[src/rtl/vga_stream_sink.sv]
// VGA timing generator fed by a valid/ready pixel stream through a small FIFO; sof realigns the stream to (0,0).
// Sync/video_on/rgb lag the counter position by 1 cycle; si_ready drops only while the FIFO is full.
module vga_stream_sink #(
  parameter int HD    = 640,
  parameter int HF    = 16,
  parameter int HB    = 48,
  parameter int HR    = 96,
  parameter int VD    = 480,
  parameter int VF    = 10,
  parameter int VB    = 33,
  parameter int VR    = 2,
  parameter int DW    = 12,
  parameter int DEPTH = 16
) (
  input  logic                     clk,
  input  logic                     reset_n,
  input  logic [DW-1:0]            si_data,
  input  logic                     si_sof,
  input  logic                     si_valid,
  output logic                     si_ready,
  output logic                     hsync,
  output logic                     vsync,
  output logic                     video_on,
  output logic [DW-1:0]            rgb,
  output logic [10:0]              hcount,
  output logic [10:0]              vcount,
  output logic                     sync_err,
  output logic [$clog2(DEPTH):0]   level
);

  localparam int HT = HD + HF + HB + HR;
  localparam int VT = VD + VF + VB + VR;
  localparam int AW = $clog2(DEPTH);

  localparam logic [10:0] H_LAST   = 11'(HT - 1);
  localparam logic [10:0] V_LAST   = 11'(VT - 1);
  localparam logic [10:0] H_ACT    = 11'(HD);
  localparam logic [10:0] V_ACT    = 11'(VD);
  localparam logic [10:0] HS_BEG   = 11'(HD + HF);
  localparam logic [10:0] HS_END   = 11'(HD + HF + HR - 1);
  localparam logic [10:0] VS_BEG   = 11'(VD + VF);
  localparam logic [10:0] VS_END   = 11'(VD + VF + VR - 1);
  localparam logic [10:0] CNT_ONE  = 11'(1);
  localparam logic [AW-1:0] PTR_ONE  = AW'(1);
  localparam logic [AW:0]   LVL_ONE  = (AW + 1)'(1);
  localparam logic [AW:0]   LVL_FULL = (AW + 1)'(DEPTH);

  typedef struct packed {
    logic          sof;
    logic [DW-1:0] data;
  } pix_t;

  typedef enum logic [1:0] {SEEK, WAIT, RUN} state_t;

  state_t        state;
  pix_t          mem [DEPTH];
  pix_t          head;
  logic [AW-1:0] wr_ptr, rd_ptr;
  logic          push, pop, empty, full;
  logic          act, hs, vs, at_origin;

  // Raster position counters
  always_ff @(posedge clk or negedge reset_n) begin
    if (!reset_n) begin
      hcount <= '0;
      vcount <= '0;
    end else if (hcount == H_LAST) begin
      hcount <= '0;
      vcount <= (vcount == V_LAST) ? '0 : vcount + CNT_ONE;
    end else begin
      hcount <= hcount + CNT_ONE;
    end
  end

  assign act       = (hcount < H_ACT) && (vcount < V_ACT);
  assign hs        = (hcount >= HS_BEG) && (hcount <= HS_END);
  assign vs        = (vcount >= VS_BEG) && (vcount <= VS_END);
  assign at_origin = (hcount == '0) && (vcount == '0);

  always_ff @(posedge clk or negedge reset_n) begin
    if (!reset_n) begin
      hsync    <= 1'b1;
      vsync    <= 1'b1;
      video_on <= 1'b0;
    end else begin
      hsync    <= ~hs;
      vsync    <= ~vs;
      video_on <= act;
    end
  end

  assign full     = (level == LVL_FULL);
  assign empty    = (level == '0);
  assign si_ready = ~full;
  assign push     = si_valid && si_ready;
  assign head     = mem[rd_ptr];

  always_ff @(posedge clk) begin
    if (push) mem[wr_ptr] <= '{sof: si_sof, data: si_data};
  end

  // Resetting the pointers and level is what flushes the FIFO
  always_ff @(posedge clk or negedge reset_n) begin
    if (!reset_n) begin
      wr_ptr <= '0;
      rd_ptr <= '0;
      level  <= '0;
    end else begin
      if (push) wr_ptr <= wr_ptr + PTR_ONE;
      if (pop)  rd_ptr <= rd_ptr + PTR_ONE;
      case ({push, pop})
        2'b10:   level <= level + LVL_ONE;
        2'b01:   level <= level - LVL_ONE;
        default: level <= level;
      endcase
    end
  end

  // In RUN a pixel is consumed only when its sof flag agrees with being at (0,0)
  always_comb begin
    pop = 1'b0;
    case (state)
      SEEK:    pop = !empty && !head.sof;
      WAIT:    pop = at_origin && !empty && head.sof;
      RUN:     pop = act && !empty && (at_origin == head.sof);
      default: pop = 1'b0;
    endcase
  end

  always_ff @(posedge clk or negedge reset_n) begin
    if (!reset_n) begin
      state    <= SEEK;
      rgb      <= '0;
      sync_err <= 1'b0;
    end else begin
      rgb      <= '0;
      sync_err <= 1'b0;
      case (state)
        SEEK: if (!empty && head.sof) state <= WAIT;
        WAIT: if (pop) begin
          rgb   <= head.data;
          state <= RUN;
        end
        RUN: if (act) begin
          if (empty) begin
            sync_err <= 1'b1;
            state    <= SEEK;
          end else if (at_origin && !head.sof) begin
            sync_err <= 1'b1;
            state    <= SEEK;
          end else if (!at_origin && head.sof) begin
            sync_err <= 1'b1;
            state    <= WAIT;
          end else begin
            rgb <= head.data;
          end
        end
        default: state <= SEEK;
      endcase
    end
  end

endmodule

[config.mk]
export PLATFORM = sky130hd
export DESIGN_NAME = vga_stream_sink
export DESIGN_NICKNAME = d
export VERILOG_FILES = /design/src/rtl/vga_stream_sink.sv
export SDC_FILE = /design/constraint.sdc
export NUM_CORES = 1
export LEC_CHECK = 0
export BUFFER_PORTS_ARGS = -buffer_cell sky130_fd_sc_hd__clkbuf_2
export CAP_MARGIN = 40
export CORE_MARGIN = 3
export CORE_UTILIZATION = 61
export CTS_CLUSTER_DIAMETER = 150
export DETAILED_ROUTE_END_ITERATION = 8
export HOLD_SLACK_MARGIN = 0.08
export PLACE_DENSITY = 0.83
export SLEW_MARGIN = 10
export SYNTH_ARGS = -nofsm -noshare
export SYNTH_HDL_FRONTEND = slang
export SYNTH_SLANG_ARGS = --single-unit
export TNS_END_PERCENT = 30
[constraint.sdc]
create_clock -name clk -period 6.4 [get_ports clk]
set_input_delay 1.28 -clock clk [delete_from_list [all_inputs] [get_ports clk]]
set_output_delay 1.28 -clock clk [all_outputs]
set_load 0.005 [all_outputs]
; After elaboration in Yosys (flattened, before gate mapping)
; Memory sizes are Yosys's and may differ from the RTL's.
; Index checks and enable logic that the tools add are counted.
[classes]
n_addsub = 6
n_eq_ne = 12
mux = 24
bitwise_logic = 3
magnitude_cmp = 6
n_reduce_logical = 22
[op_table]
columns = cell, count
row1 = $mux W12, 5
row2 = $pmux W12 S2, 1
row3 = $add A11 B1 Y11 const B, 2
row4 = $eq A11 B10 Y1 const B, 2
row5 = $logic_not A11 Y1, 2
row6 = $mux W11, 2
row7 = $logic_and A1 B1 Y1, 13
row8 = $mux W2, 6
row9 = $ge A11 B10 Y1 const B, 1
row10 = $ge A11 B9 Y1 const B, 1
row11 = $le A11 B10 Y1 const B, 1
row12 = $le A11 B9 Y1 const B, 1
row13 = $lt A11 B10 Y1 const B, 1
row14 = $lt A11 B9 Y1 const B, 1
row15 = $pmux W5 S2, 1
row16 = $add A4 B1 Y4 const B, 2
row17 = $mux W1, 7
row18 = $ne A2 B2 Y1 const B, 3
row19 = $pmux W2 S3, 1
row20 = $add A5 B1 Y5 const B, 1
row21 = $eq A5 B5 Y1 const B, 1
row22 = $logic_not A5 Y1, 1
row23 = $sub A5 B1 Y5 const B, 1
row24 = $eq A2 B1 Y1 const B, 2
row25 = other kinds (9), 14
[totals]
n_memories = 1
inputBits = 16
register_bits = 53
output_inout_bits = 44
mem_bits_rw = 208
[memory_table]
columns = name, words, width, read_ports, rd_clocked_by_memory_dff, write_ports, line
row1 = mem, 16, 13, 1, 0, 1, 56  ; pix_t mem [DEPTH];

; Depth between registers and ports, before layout
[logic_depth]
depth_word = 9
depth_mapped = 17

; Worst setup path before layout
; OpenSTA, ideal clock, no wires.
[synth_path]
path_kind = register -> register
from = reg vcount[2]
to = reg level[4]
period_less_slack_ns = 3.773
t_required_ns = 6.276
path_buffers = 1
t_arrival_ns = 3.649
path_stages_with_launch = 17
setup_slack_ns = 2.627
setup_time_ns = 0.124
cell_sequence = dfrtp_1 -> or3_1 -> or4_1 -> nor2_1 -> and3_1 -> ha_1 -> and2_1 -> a32oi_1 -> mux2i_4 -> and3b_1 -> buf_6 -> ha_1 -> nor4b_1 -> a21oi_1 -> o311a_1 -> a2111o_1 -> xnor2_1
[synth_via]
elab_chain_len = 7
word_cells_on_any_way = 14
classes_between = 1 x order compare / 3 x eq/ne / 2 x mux / 8 x reduce/logical
[synth_lines]
columns = element, line
row1 = "start, declared", 26  ; output logic [10:0] vcount,
row2 = "start signal, assigned", 69  ; vcount <= (vcount == V_LAST) ? '0 : vcount + CNT_ONE;
row3 = $lt A11 B9 Y1 / $logic_not A11 Y1 (equally long branches), "75, 78"
row4 = "$logic_and A1 B1 Y1, on equally long branches", "75, 78"
row5 = $logic_and A1 B1 Y1 (tied with other cells), 125  ; RUN: pop = act && !empty && (at_origin == head.sof);
row6 = "$logic_and A1 B1 Y1, on equally long branches", "125, 124"
row7 = $pmux W1 S3 *, 122  ; case (state)
row8 = $eq A2 B1 Y1 / $eq A2 B2 Y1 (equally long branches), 111  ; case ({push, pop})
row9 = $pmux W5 S2 / $reduce_bool A2 Y1 (equally long branches), n/a
row10 = "end signal, assigned", 112  ; 2'b10: level <= level + LVL_ONE;
row11 = "end signal, assigned", 113  ; 2'b01: level <= level - LVL_ONE;
row12 = "end signal, assigned", 114  ; default: level <= level;
row13 = "end, declared", 28  ; output logic [$clog2(DEPTH):0] level
; Every way passes the cells marked *; elsewhere a longest branch is shown, timed or not.
; A chain may end at the register's enable or synchronous reset.

; Final worst setup path
[layout_path]
from = reg rd_ptr[3]
to = reg level[4]
[layout_via]
elab_chain_len = 6
word_cells_on_any_way = 11
classes_between = 3 x eq/ne / 2 x mux / 5 x reduce/logical / 1 x memory
[layout_lines]
columns = element, line
row1 = "start, declared", 58  ; logic [AW-1:0] wr_ptr, rd_ptr;
row2 = "start signal, assigned", 110  ; if (pop) rd_ptr <= rd_ptr + PTR_ONE;
row3 = $mem_v2 Z16 W13 *, n/a
row4 = $eq A1 B1 Y1 / $logic_not A1 Y1 (equally long branches), "125, 123"
row5 = "$logic_and A1 B1 Y1, on equally long branches", "125, 123"
row6 = $pmux W1 S3 *, 122
row7 = $eq A2 B1 Y1 / $eq A2 B2 Y1 (equally long branches), 111
row8 = $pmux W5 S2 / $reduce_bool A2 Y1 (equally long branches), n/a
; Marked as above.

==> out/summary.log <==
INFO  status         outcome=finished, final reports clean
INFO  logic_synthesis postSynthNetCount=685
INFO  power          vdd.ir_drop.worst=0.295mV
INFO  cts            cts-buffers-inserted=26
INFO  logic_synthesis synth_simple_gate_area_share=6.23%
INFO  power          p_per_area=433nW/um^2
INFO  floorplanning  design.core.area=16900um^2
INFO  floorplanning  die_w=139um
INFO  floorplanning  initial_core_util=63.7%
INFO  layout         ratio_of_cells_with_drive_above_1_in_the_final_layout=23.8%
INFO  cts            h-tree-depth=1
INFO  timing         grt_setup_unrepaired=no
INFO  floorplanning  floorplan.die.height=139um
INFO  route          finalWirelength=23.4mm
INFO  cts            ctsHoldBuffers=0
INFO  logic_synthesis synth_top_family_by_area=multiplexers
INFO  route          number_of_drc_markers_in_iteration_0=588
INFO  timing         layout_setup_ws=1.76ns
INFO  setup_path     critPathMaxFanout=15
INFO  timing         period_minus_slack=4.64ns
INFO  timing         timing.setup.tns=0ns
INFO  hold_path      hold_depth=1
INFO  cts            post_cts_buffers=0
INFO  timing         maxSlewHeadroom=37.6%
INFO  setup_path     number_of_cells_on_the_worst_reg_to_reg_path=14
INFO  logic_synthesis synthArstFlopShare=20.3%
INFO  logic_synthesis post_synth_mux_area_share=10.9%
INFO  cts            clk_latency=0.52ns
INFO  logic_synthesis synth_top_area_share=57.9%
INFO  grt            grt_max_degree=54
INFO  setup_path     timing_worst_setup_path_type=register to register
INFO  logic_synthesis synth_edf_count=208
INFO  cts            clkTransAtPathRegs=0.07ns
INFO  cts            cts.repair.resized=0
INFO  hold_path      holdCritPathClass=register to register
INFO  logic_synthesis synth_seq_cells=261
INFO  cts            tritoncts_clock_tree=yes
INFO  grt            global_route.overflow_total=0
INFO  grt            number_of_global_route_vias_before_repair=6385
INFO  logic_synthesis adder_cell_area_share_of_the_yosys_netlist=2.09%
INFO  cts            cts.sink_count=261
INFO  timing         fmax=216MHz
INFO  timing         finalSetupViolations=0
INFO  logic_synthesis ys.flop_type=sky130_fd_sc_hd__edfxtp_1
INFO  route          avgRoutedWirePerCell=24.2um
INFO  layout         final_cell_area=12300um^2
INFO  timing         finalMaxSlewViolations=0
INFO  cts            clockRootBuffer=sky130_fd_sc_hd__clkbuf_16
INFO  logic_synthesis yosysTopAreaCell=sky130_fd_sc_hd__edfxtp_1
INFO  floorplanning  fp-row-count=47
INFO  place          place.gp.congestion=0.878
INFO  setup_path     worst_ep_required_time=6.80ns
INFO  setup_path     cp.arrival=5.04ns
INFO  timing         timing.final.hold_violations=0
INFO  timing         finalCritPeriodShare=72.5%
INFO  floorplanning  design.die.area=19300um^2
INFO  logic_synthesis synth-compound-area-share=6.25%
INFO  grt            grt_first_pass_wirelength=36.3mm
INFO  timing         finClkSkew=0.0155ns
INFO  logic_synthesis synth_xor_area_share=2.03%
INFO  layout         nets=761
INFO  power          p_leak=0.00459uW
INFO  route          detailedRoute.firstPassIterationCount=5
INFO  logic_synthesis syn_inst=651
INFO  layout         area_growth_syn_to_layout=14.5%
INFO  setup_path     cp-end-kind=register
INFO  route          avgViaCountPerCell=6.43
INFO  floorplanning  num_io_pins=60
INFO  place          place.detailed.hpwl=14.3mm
INFO  cts            cts_max_path_buffers=3
INFO  place          total_placed_instance_area=11400um^2
INFO  route          via_count=6215
INFO  grt            grtUsageTotal=24.2%
INFO  logic_synthesis synth.yosys.warnings=0
INFO  logic_synthesis synth.yosys.seq_area_share=70.2%
INFO  grt            antenna_violations_before_repair=0
INFO  logic_synthesis post_synth.cell_area_avg=16.6um^2
INFO  logic_synthesis synthesis.area=10800um^2
INFO  setup_path     worstSetupStartpointType=register
INFO  layout         n_antenna_cell=0
INFO  logic_synthesis netlist-cell-type-count=55
INFO  route          drtAntennaViolNets=0
INFO  place          preCtsSetupSlack=1.92ns
INFO  job            max_cap_violations=0
INFO  place          place.port_buffers=59
INFO  logic_synthesis ys_top_cells_by_area=sky130_fd_sc_hd__edfxtp_1 58%, sky130_fd_sc_hd__dfrtp_1 12%, sky130_fd_sc_hd__mux4_2 5.4%
INFO  route          drc_errors=0
INFO  timing         tightestPinTransition=0.934ns
logic make-up (layout without fill, tap and decap cells):
family	Yosys count	after routing
simple gates	129	129
fa+ha+maj	18	18
compound gates	83	83
flops	261	261
buf+inv	53	149
xor+xnor	25	25
mux	82	82
placed cells by master, fill, tap and decap left out, drive strengths merged, types with 3 or more instances in the layout:
cell type,instances
nand2,36
o22ai,12
a21oi,9
mux2i,51
nor4b,4
nor4,6
ha,18
or3,3
dfrtp,51
bufinv,5
a211oi,13
buf,23
xnor2,16
inv,20
nand3,6
edfxtp,208
nand4,7
o221ai,24
clkinv,9
mux4,27
nor2,27
xor2,9
and3,6
and2,4
mux2,4
nor3,10
nand3b,6
nor3b,3
o21ai,12
nand2b,6
clkbuf,90
registers in the layout, indices dropped and copies added, names as in the netlist, 2 cells and up:
register,flops
level,5
hcount,11
mem,208
rd_ptr,4
rgb,12
vcount,11
wr_ptr,4
state,2
metrics by stage:
step	total power, uW	hold WS, ns	cells	util, %
6_report	5350	0.530	967	72.9
4_1_cts	5360	0.520	967	72.9
3_3_place_gp	3610	0.493	912	67.0
2_1_floorplan	3330	0.495	651	-
5_1_grt	5550	0.544	967	72.9
3_5_place_dp	3750	0.507	919	67.6
worst paths after layout:
kind / start / end / slack, ns
setup / recovery: rd_ptr[3] / level[4] / 1.76
hold reg to reg: vcount[8] / vcount[8] / 0.53
hold / removal: vcount[8] / vcount[8] / 0.53
max in group asynchronous: reset_n / rd_ptr[0] / 4.96
min in group asynchronous: reset_n / hcount[10] / 0.89
setup reg to reg: rd_ptr[3] / level[4] / 1.76
worst max-delay path, cell delays in order, from the launching register on:
cell and delay [ns]:
sky130_fd_sc_hd__dfrtp_1 0.81, sky130_fd_sc_hd__inv_1 0.51, sky130_fd_sc_hd__a31o_2 0.36, sky130_fd_sc_hd__o32a_4 0.35
sky130_fd_sc_hd__ha_1 0.29, sky130_fd_sc_hd__and2_1 0.15, sky130_fd_sc_hd__a32oi_1 0.27, sky130_fd_sc_hd__mux2i_4 0.15
sky130_fd_sc_hd__and3b_1 0.30, sky130_fd_sc_hd__ha_1 0.26, sky130_fd_sc_hd__nor4b_1 0.30, sky130_fd_sc_hd__a21oi_1 0.13
sky130_fd_sc_hd__o311a_1 0.14, sky130_fd_sc_hd__a2111o_1 0.36, sky130_fd_sc_hd__xnor2_1 0.13
report_power, final:
part	switching (uW)	leakage [uW]	internal, uW
combinational	840	0.00160	667
sequential	215	0.00256	2040
clock	613	0.000432	970
routing by layer:
metal / track usage (%) / wire [um] / part of all wire [%]
met1: 31.3 / 8700 / 37
met2: 42.6 / 12400 / 53
met3: 3.55 / 1610 / 6.9
met4: 8.14 / 624 / 2.7
met5: 0 / 0 / 0
cell usage after synthesis (3+ instances only):
| library cell | count |
|---|---|
| sky130_fd_sc_hd__ha_1 | 18 |
| sky130_fd_sc_hd__nor3_1 | 10 |
| sky130_fd_sc_hd__xor2_1 | 9 |
| sky130_fd_sc_hd__nor4_1 | 6 |
| sky130_fd_sc_hd__nor4b_1 | 4 |
| sky130_fd_sc_hd__and3_1 | 6 |
| sky130_fd_sc_hd__mux4_2 | 26 |
| sky130_fd_sc_hd__o221ai_1 | 24 |
| sky130_fd_sc_hd__dfrtp_1 | 51 |
| sky130_fd_sc_hd__nand4_1 | 7 |
| sky130_fd_sc_hd__nor2_1 | 27 |
| sky130_fd_sc_hd__nand3_1 | 6 |
| sky130_fd_sc_hd__buf_1 | 5 |
| sky130_fd_sc_hd__mux2_2 | 4 |
| sky130_fd_sc_hd__or3_1 | 3 |
| sky130_fd_sc_hd__clkbuf_1 | 20 |
| sky130_fd_sc_hd__a211oi_2 | 10 |
| sky130_fd_sc_hd__xnor2_1 | 16 |
| sky130_fd_sc_hd__edfxtp_1 | 208 |
| sky130_fd_sc_hd__nand2_1 | 34 |
| sky130_fd_sc_hd__buf_2 | 5 |
| sky130_fd_sc_hd__o21ai_0 | 12 |
| sky130_fd_sc_hd__and2_1 | 4 |
| sky130_fd_sc_hd__mux2i_1 | 50 |
| sky130_fd_sc_hd__a21oi_1 | 9 |
| sky130_fd_sc_hd__nand2b_1 | 6 |
| sky130_fd_sc_hd__inv_1 | 18 |
| sky130_fd_sc_hd__o22ai_1 | 12 |
| sky130_fd_sc_hd__nand3b_1 | 6 |
| sky130_fd_sc_hd__a211oi_1 | 3 |
| sky130_fd_sc_hd__nor3b_1 | 3 |
layout make-up:
| class | count | area (um^2) |
|---|---|---|
| fillers | 972 | 4590 |
| repair buffers | 82 | 518 |
| well taps | 220 | 275 |
| clock buffers | 31 | 691 |
| clock inverters | 17 | 210 |
| inverters | 19 | 71.3 |
| multi-input cells | 337 | 3000 |
| flip-flops and latches | 261 | 7580 |
No activity file was read; power rests on OpenSTA's default activity.
